`src/rtl/mm_scheduler.sv`:
```
// Two-requester front end for a matrix-multiply core: round-robin job grant,
// operand forwarding, result routing. Optional watchdog under MM_SCHED_TIMEOUT_EN.
module mm_scheduler #(
  parameter int DATA_W = 8,
  parameter int RES_W  = 12
) (
  input  logic                    clk,
  input  logic                    rst,
  input  logic [1:0]              req,
  output logic [1:0]              gnt,
  input  logic [DATA_W-1:0]       in_data0,
  input  logic [DATA_W-1:0]       in_data1,
  input  logic [1:0]              col_end,
  input  logic [1:0]              row_end,
  output logic [DATA_W-1:0]       mm_in_data,
  output logic                    mm_col_end,
  output logic                    mm_row_end,
  input  logic                    mm_busy,
  input  logic                    mm_valid,
  input  logic                    mm_is_legal,
  input  logic signed [RES_W-1:0] mm_out_data,
  output logic [1:0]              res_valid,
  output logic signed [RES_W-1:0] res_data,
  output logic                    res_illegal,
  output logic [1:0]              done,
  output logic                    owner,
  output logic                    timeout_err
);

  typedef enum logic [2:0] {
    IDLE   = 3'd0,
    LOAD_A = 3'd1,
    LOAD_B = 3'd2,
    WAIT   = 3'd3,
    RUN    = 3'd4,
    DONE   = 3'd5
  } state_t;

  state_t state, state_nxt;
  logic   last_served;
  logic   win;
  logic   own_row_end;
  logic   load_act;
  logic   res_act;
  logic   wd_expire;

  logic [DATA_W-1:0]       mm_data_p1;
  logic                    mm_col_p1;
  logic                    mm_row_p1;
  logic [1:0]              res_vld_p1;
  logic signed [RES_W-1:0] res_data_p1;
  logic                    res_ill_p1;

  function automatic logic [1:0] onehot(input logic idx);
    return idx ? 2'b10 : 2'b01;
  endfunction

  // A lone request wins outright; a tie goes to whoever was not served last.
  function automatic logic pick(input logic [1:0] r, input logic last);
    case (r)
      2'b01:   pick = 1'b0;
      2'b10:   pick = 1'b1;
      default: pick = ~last;
    endcase
  endfunction

  assign win         = pick(req, last_served);
  assign own_row_end = row_end[owner];
  assign load_act    = (state == LOAD_A) || (state == LOAD_B);
  assign res_act     = mm_valid && ((state == WAIT) || (state == RUN));

`ifdef MM_SCHED_TIMEOUT_EN
  logic [9:0] wdog;

  always_ff @(posedge clk or posedge rst) begin
    if (rst) begin
      wdog <= '0;
    end else if ((state == LOAD_B) && (state_nxt == WAIT)) begin
      wdog <= '0;
    end else if ((state == WAIT) || (state == RUN)) begin
      wdog <= wdog + 10'd1;
    end
  end

  assign wd_expire   = ((state == WAIT) || (state == RUN)) && (wdog == 10'h3FF);
  assign timeout_err = wd_expire;
`else
  assign wd_expire   = 1'b0;
  assign timeout_err = 1'b0;
`endif

  always_comb begin
    state_nxt = state;
    case (state)
      IDLE:    if (|req) state_nxt = LOAD_A;
      LOAD_A:  if (own_row_end) state_nxt = LOAD_B;
      LOAD_B:  if (own_row_end) state_nxt = WAIT;
      WAIT: begin
        if (wd_expire)    state_nxt = DONE;
        else if (mm_busy) state_nxt = RUN;
      end
      RUN:     if (wd_expire || !mm_busy) state_nxt = DONE;
      DONE:    state_nxt = IDLE;
      default: state_nxt = IDLE;
    endcase
  end

  always_ff @(posedge clk or posedge rst) begin
    if (rst) begin
      state       <= IDLE;
      gnt         <= 2'b00;
      owner       <= 1'b0;
      last_served <= 1'b1;
    end else begin
      state <= state_nxt;
      if ((state == IDLE) && (|req)) begin
        owner <= win;
        gnt   <= onehot(win);
      end
      if (((state == WAIT) || (state == RUN)) && (state_nxt == DONE)) begin
        gnt <= 2'b00;
      end
      if (state == DONE) begin
        last_served <= owner;
      end
    end
  end

  assign done = (state == DONE) ? onehot(owner) : 2'b00;

  // Stage p1: owner operand stream forwarded to the core
  always_ff @(posedge clk or posedge rst) begin
    if (rst) begin
      mm_data_p1 <= '0;
      mm_col_p1  <= 1'b0;
      mm_row_p1  <= 1'b0;
    end else begin
      mm_data_p1 <= load_act ? (owner ? in_data1 : in_data0) : '0;
      mm_col_p1  <= load_act & col_end[owner];
      mm_row_p1  <= load_act & row_end[owner];
    end
  end

  // Stage p1: core result routed back to the job owner
  always_ff @(posedge clk or posedge rst) begin
    if (rst) begin
      res_vld_p1  <= 2'b00;
      res_data_p1 <= '0;
      res_ill_p1  <= 1'b0;
    end else begin
      res_vld_p1 <= res_act ? onehot(owner) : 2'b00;
      res_ill_p1 <= res_act & ~mm_is_legal;
      if (res_act) begin
        res_data_p1 <= mm_out_data;
      end
    end
  end

  assign mm_in_data  = mm_data_p1;
  assign mm_col_end  = mm_col_p1;
  assign mm_row_end  = mm_row_p1;
  assign res_valid   = res_vld_p1;
  assign res_data    = res_data_p1;
  assign res_illegal = res_ill_p1;

endmodule

```
`config.mk`:
```
export PLATFORM = sky130hd
export DESIGN_NAME = mm_scheduler
export DESIGN_NICKNAME = d
export VERILOG_FILES = /design/src/rtl/mm_scheduler.sv
export SDC_FILE = /design/constraint.sdc
export NUM_CORES = 1
export LEC_CHECK = 0
export BUFFER_PORTS_ARGS = -buffer_cell sky130_fd_sc_hd__buf_4
export CORE_MARGIN = 2
export CORE_UTILIZATION = 47
export CTS_BUF_LIST = sky130_fd_sc_hd__clkbuf_4 sky130_fd_sc_hd__clkbuf_8
export DETAILED_ROUTE_END_ITERATION = 8
export GPL_ROUTABILITY_DRIVEN = 0
export MAX_ROUTING_LAYER = met4
export PLACE_DENSITY = 0.86
export SYNTH_ARGS = -nofsm -noshare
export SYNTH_HDL_FRONTEND = slang
export SYNTH_SLANG_ARGS = --single-unit
```
`constraint.sdc`:
```
create_clock -name clk -period 1.9 [get_ports clk]
set_clock_uncertainty 0.2 [all_clocks]
set_input_delay 0.57 -clock clk [delete_from_list [all_inputs] [get_ports clk]]
set_output_delay 0.57 -clock clk [all_outputs]
set_load 0.02 [all_outputs]
```
==> results of run 1 <==
==> state kept, by name (all words and copies together) (netlist names) <==
signal       count
mm_row_end       1
state            3
mm_col_end       1
res_valid        2
mm_in_data       8
last_served      1
owner            1
res_data        12
gnt              2
res_illegal      1
==> final cells by class <==
cell class | instances | area [um2] | area share (%)
Clock buffer | 5 | 37.5 | 1.76
Clock inverter | 3 | 42.5 | 2.00
Inverter | 5 | 18.8 | 0.882
Multi-Input combinational cell | 68 | 573 | 26.9
Sequential cell | 32 | 802 | 37.7
Tap cell | 33 | 41.3 | 1.94
Timing Repair Buffer | 79 | 613 | 28.8
==> worst paths after layout <==
| path | start | end | cells past startpoint |
|---|---|---|---|
| setup / recovery | state[1]$_DFF_PP0_ | done[0] | 4 |
| hold / removal | rst | res_illegal$_DFF_PP0_ | 3 |
| setup reg to reg | state[0]$_DFF_PP0_ | res_data[10]$_DFFE_PP0P_ | 5 |
| hold reg to reg | last_served$_DFFE_PP1N_ | last_served$_DFFE_PP1N_ | 1 |
| max in group asynchronous | rst | last_served$_DFFE_PP1N_ | 3 |
| min in group clk | mm_is_legal | res_illegal$_DFF_PP0_ | 2 |
==> repair_timing <==
item,CTS,global route
setup buffers,3,1
setup endpoints to repair,2,2
hold endpoints to repair,0,0
pin swaps,0,1
resized for setup,2,4
==> report_power, final <==
part	total (W)	switching (W)	internal (W)
registers	0.00114	0.000167	0.000976
logic	0.00184	0.000910	0.000926
clock network	0.000514	0.000240	0.000274
total	0.00349	0.00132	0.00218
==> stage by stage <==
stage                     setup WS (ns)  cell area [um2]  total power, W  TNS, ns
after floorplan                 0.00116             1430         0.00224        0
after global placement           0.0408             2000         0.00284        0
after detailed placement        -0.0309             2000         0.00291  -0.0698
after CTS                        -0.188             2110         0.00349   -0.353
after global routing             -0.240             2130         0.00370   -0.446
final                            -0.166             2130         0.00349   -0.316
==> worst min-delay path: stages <==
cell and delay, ns:
buf_4 0.10, inv_1 0.04, buf_4 0.36
==> placed cells by master, fill, tap and decap left out, types with 2 or more instances in the layout <==
cell       n
mux2i_1   10
nor2_1    15
mux2_4     7
and2b_2    2
buf_6      2
a21oi_1    2
nand2b_1   2
dfrtp_1   31
clkbuf_4   5
ha_1       2
nand2_1    5
inv_1      5
mux2_2     5
buf_4     76
a31oi_1    2
==> per-layer routing <==
metal	GRT usage, %	vias to the layer above	wire, um
li1	-	533	-
met1	21.4	539	1240
met2	34.0	61	1660
met3	6.77	9	260
met4	14.6	0	93
met5	-	-	0
==> kinds of logic (layout without fill, tap and decap cells) <==
| group | after synthesis | after routing |
|---|---|---|
| buf+inv | 11 | 92 |
| compound gates | 11 | 11 |
| fa+ha+maj | 2 | 2 |
| simple gates | 32 | 32 |
| mux | 22 | 22 |
| other cells | 1 | 1 |
| flops | 32 | 32 |
==> impl_metrics.tcl, run 1 <==
set metrics [dict create \
    clock.fmax_ghz 0.484 \
    slew_violations 0 \
    ant_nets 0 \
    ys_ff_latch 32 \
    routedWlPerCell_um 14.5 \
    synth_top_area_share_pct 54.3 \
    ctsHoldBuffers 0 \
    critPathMaxStageDelay_ns 0.39 \
    status "finished with violations" \
    antenna_found_initial 0 \
    synth_cell_types 31 \
    clock_sinks 32 \
    synth_adder_area_share_pct 1.75 \
    fp.dieArea_um2 3500 \
    hold_ws_ns 0.106 \
    ctsRootBufferMaster "clkbuf_4" \
    synth_common_cells "31 x dfrtp_1, 16 x nor2_1, 10 x mux2i_1" \
    muxShareOfSynthArea_pct 18.3 \
    peakVddDrop_mv 0.733 \
    drc 0 \
    cp-start-kind "flip-flop" \
    grt_util_all_layers_pct 21.0 \
    maxCapViolCount 0 \
    cp_top_family "simple AND/OR/NAND/NOR gates" \
    synth_compound_area_share_pct 6.39 \
    worst_slack_ns -0.166 \
    overflow 0 \
    crit_slowest_cell "dfrtp_1" \
    die_h_um 59.1 \
    min_period_ns 2.07 \
    violations "setup timing" \
    tightest_slew_ns 0.530 \
    path_class "reg2out" \
    powerDensity_nw_per_um2 1640 \
    r2r_slack_ns 0.15 \
    synth_top_family_by_area "multiplexers" \
    nets 232 \
    min_period_over_period_pct 109 \
    cts_buffers 5 \
    drive_above_1_share_pct 57.8 \
    first_pass_iters 4 \
    worst_skew_pair.late_latency_ns 0.34 \
    synthTopCellsByArea "dfrtp_1 54%, mux2_4 7.4%, mux2i_1 7.0%" \
    finalNonFillerCells 225 \
    numPortBuffers 68 \
    dp_hpwl_um 2390 \
    yosysMostFrequentCell "dfrtp_1" \
    path_buf_inv 1 \
    die_x_um 59.1 \
    cts_tree "built" \
    synth_warnings 0 \
    holdCritPathClass "in2async" \
    crit_chain "and2b_2 -> nand2_2 -> nor2_4 -> buf_6" \
    critPathRequiredTime_ns 1.13 \
    syn2layout_area_growth_pct 48.9 \
    async_flop_share_pct 100 \
    pin_count 70 \
    rows 20 \
    clk_path_buf_depth 2 \
    grt_max_degree 33 \
    finalHoldViolCount 0 \
    cts.htree.levels 2 \
    fin_util_pct 71.5 \
    fillers 218 \
    vias 1142 \
    endpoint_kind "output port" \
    synth_seq_area_share_pct 56.1 \
    max_slew_margin_pct 64.1 \
    yosysTopAreaCell "dfrtp_1" \
    synth_xor_area_share_pct 0 \
    path_max_fanout 3 \
    synth_simple_gate_area_share_pct 12.3 \
    syn_inst 111 \
    drt_iter0_markers 27 \
    syn-num-nets 152 \
    synth_ff_type "dfrtp_1" \
    coreArea_um2 2980 \
    arrival_ns 1.30 \
    wirelength_um 3260 \
    syn_area_um2 1430 \
    grt_pass1_vias 1226 \
    cts.clk_slew.worst_paths_ns 0.11 \
    synth_edf_count 0 \
    start_util_pct 48.0 \
    rsz0062_at_grt "true" \
    avgViaCountPerCell 5.08 \
    setup_viol 2 \
    antenna_cells 0 \
    grt_pass1_wl_um 5120 \
    synth.avg_cell_area_um2 12.9 \
    p_leak_nw 1.13 \
    dp_cells 213 \
]
(Power assumes the default switching activity.)
==> inputs of run 2 (changes only) <==
--- a/config.mk
+++ b/config.mk
@@ -12,7 +12,7 @@
 export DETAILED_ROUTE_END_ITERATION = 8
 export GPL_ROUTABILITY_DRIVEN = 0
 export MAX_ROUTING_LAYER = met4
-export PLACE_DENSITY = 0.86
+export PLACE_DENSITY = 0.81
 export SYNTH_ARGS = -nofsm -noshare
 export SYNTH_HDL_FRONTEND = slang
 export SYNTH_SLANG_ARGS = --single-unit
==> run 2 against run 1 <==
The flow still finishes with violations (setup timing). Sequential share of layout area is 0.49 points lower. Routed wire length is 4.3% lower. Non-clock buffer count is 5 higher. First-iteration DRC count is 22% lower. Count of clock-buffer cells in the layout is 2 higher. Final area is 1.5% higher. Critical path type unchanged.
==> impl_metrics.tcl, run 2 (synthesis gave the netlist of run 1 again) <==
set metrics [dict create \
    status "finished with violations" \
    violations "setup timing" \
    finalNonFillerCells 229 \
    r2r_slack_ns 0.09 \
    drt_iter0_markers 21 \
    ctsRootBufferMaster "clkbuf_4" \
    maxCapViolCount 0 \
    final_cell_mix "80 x buf_4, 30 x dfrtp_1, 15 x nor2_1, 10 x mux2i_1, 7 x mux2_4" \
    worst_r2r_endpoint "res_data[10]$_DFFE_PP0P_" \
    drc 0 \
    coreArea_um2 2980 \
    min_period_over_period_pct 108 \
    syn2layout_area_growth_pct 51.1 \
    ant_nets 0 \
    antenna_found_initial 0 \
    clock_sinks 32 \
    first_pass_iters 4 \
    arrival_ns 1.27 \
    worst-r2r-cell-count 6 \
    p_leak_nw 1.16 \
    cp-start-kind "flip-flop" \
    grt_max_degree 23 \
    largest_reg_flops 12 \
    cts_buffers 5 \
    wirelength_um 3120 \
    clk_path_buf_depth 2 \
    finalHoldViolCount 0 \
    endpoint_kind "output port" \
    pwr-share-seq_pct 32.8 \
    grt_util_all_layers_pct 18.6 \
    startpoint "state[1]$_DFF_PP0_" \
    p_clk_share_pct 12.2 \
    finalPower_w 0.00346 \
    nets 237 \
    preCtsSetupSlack_ns 0.0202 \
    cts.htree.levels 2 \
    dp_cells 214 \
    critPathRequiredTime_ns 1.13 \
    final_common_cell "buf_4" \
    power.internal_w 0.00218 \
    rsz0062_at_grt "true" \
    antenna_cells 0 \
    combinationalPowerShare_pct 55.0 \
    grt_pass1_vias 1083 \
    holdCritPathClass "in2async" \
    setup_viol 2 \
    start_util_pct 48.0 \
    dp_hpwl_um 2250 \
    p_sw_w 0.00128 \
    path_max_fanout 3 \
    worst_skew_pair.late_latency_ns 0.32 \
    grt_pass1_wl_um 4660 \
    worst_slack_ns -0.143 \
    path_class "reg2out" \
    cts_tree "built" \
    min_period_ns 2.04 \
    slew_violations 0 \
    pin_count 70 \
    avgViaCountPerCell 5.02 \
    die_x_um 59.1 \
    rows 20 \
    overflow 0 \
    p_sw_share_pct 37.0 \
    clock.fmax_ghz 0.489 \
    peakVddDrop_mv 1.03 \
    r2r-start "state[1]$_DFF_PP0_" \
    fp.dieArea_um2 3500 \
    vias 1149 \
    drive_above_1_share_pct 59.2 \
    numPortBuffers 68 \
    die_h_um 59.1 \
    cts.clk_slew.worst_paths_ns 0.09 \
    crit_end "done[1]" \
    powerDensity_nw_per_um2 1600 \
    routedWlPerCell_um 13.6 \
    ctsHoldBuffers 0 \
]
[run 2: changes by cell type in the layout (fill, tap and decap cells not counted)]
cell / before / now
clkinvlp_4: 1 / 0
dfrtp_2: 0 / 1
nor2_4: 1 / 0
buf_4: 76 / 80
clkbuf_8: 0 / 2
nor2_2: 0 / 1
buf_12: 1 / 2
bufinv_16: 1 / 0
clkinv_2: 1 / 0
dfrtp_1: 31 / 30
[run 2: cell type report]
| type | instances | area [um2] |
|---|---|---|
| clock buffer | 7 | 65.1 |
| fill | 209 | 818 |
| inverter | 5 | 18.8 |
| multi-input combinational | 68 | 568 |
| sequential | 32 | 803 |
| tap | 33 | 41.3 |
| timing repair buffer | 84 | 663 |
[run 2: power by group through the flow]
| stage | logic (W) | clock network (W) | registers, W |
|---|---|---|---|
| after floorplan | 0.000816 | 0 | 0.00142 |
| final | 0.00190 | 0.000421 | 0.00114 |
| after global routing | 0.00203 | 0.000459 | 0.00117 |
| after CTS | 0.00182 | 0.000428 | 0.00113 |
| after global placement | 0.00170 | 0 | 0.00114 |
| after detailed placement | 0.00174 | 0 | 0.00115 |
[run 2: worst max-delay path, stage by stage (launching register included)]
cell and delay [ns]:
dfrtp_1 0.39, and2b_2 0.25, and3_4 0.20, buf_6 0.11
[run 2: per-stage QoR]
stage / hold WS (ns) / utilization (%) / setup TNS (ns) / instance area, um2
floorplan: 0.294 / - / 0 / 1430
global placement: 0.289 / 67.3 / 0 / 2000
detailed placement: 0.297 / 67.3 / 0 / 2000
CTS: 0.0447 / 70.7 / -0.270 / 2110
global route: 0.0415 / 72.5 / -0.409 / 2160
finish: 0.0526 / 72.5 / -0.264 / 2160
[run 2: worst min-delay path by stage]
| stage | endpoint | slack, ns |
|---|---|---|
| floorplan | last_served$_DFFE_PP1N_ | 0.29 |
| detailed placement | res_data[8]$_DFFE_PP0P_ | 0.30 |
| global placement | res_data[10]$_DFFE_PP0P_ | 0.29 |
| CTS | mm_in_data[3]$_DFF_PP0_ | 0.04 |
| global route | mm_in_data[3]$_DFF_PP0_ | 0.04 |
| finish | mm_in_data[5]$_DFF_PP0_ | 0.05 |
[run 2: repair_timing]
item	in CTS	in global routing
endpoints found under the setup margin	3	3
endpoints found under the hold margin	0	0
setup buffers	3	5
gates cloned	0	0
resized for setup	4	5
[run 2: routing by layer]
metal	wire [um]	GRT usage [%]	vias to the layer above	part of all wire, %
met2	1620	31.3	50	52
met3	234	5.68	4	7.5
li1	-	-	545	-
met5	0	-	-	0
met4	39	7.79	0	1.3
met1	1230	20.5	550	39
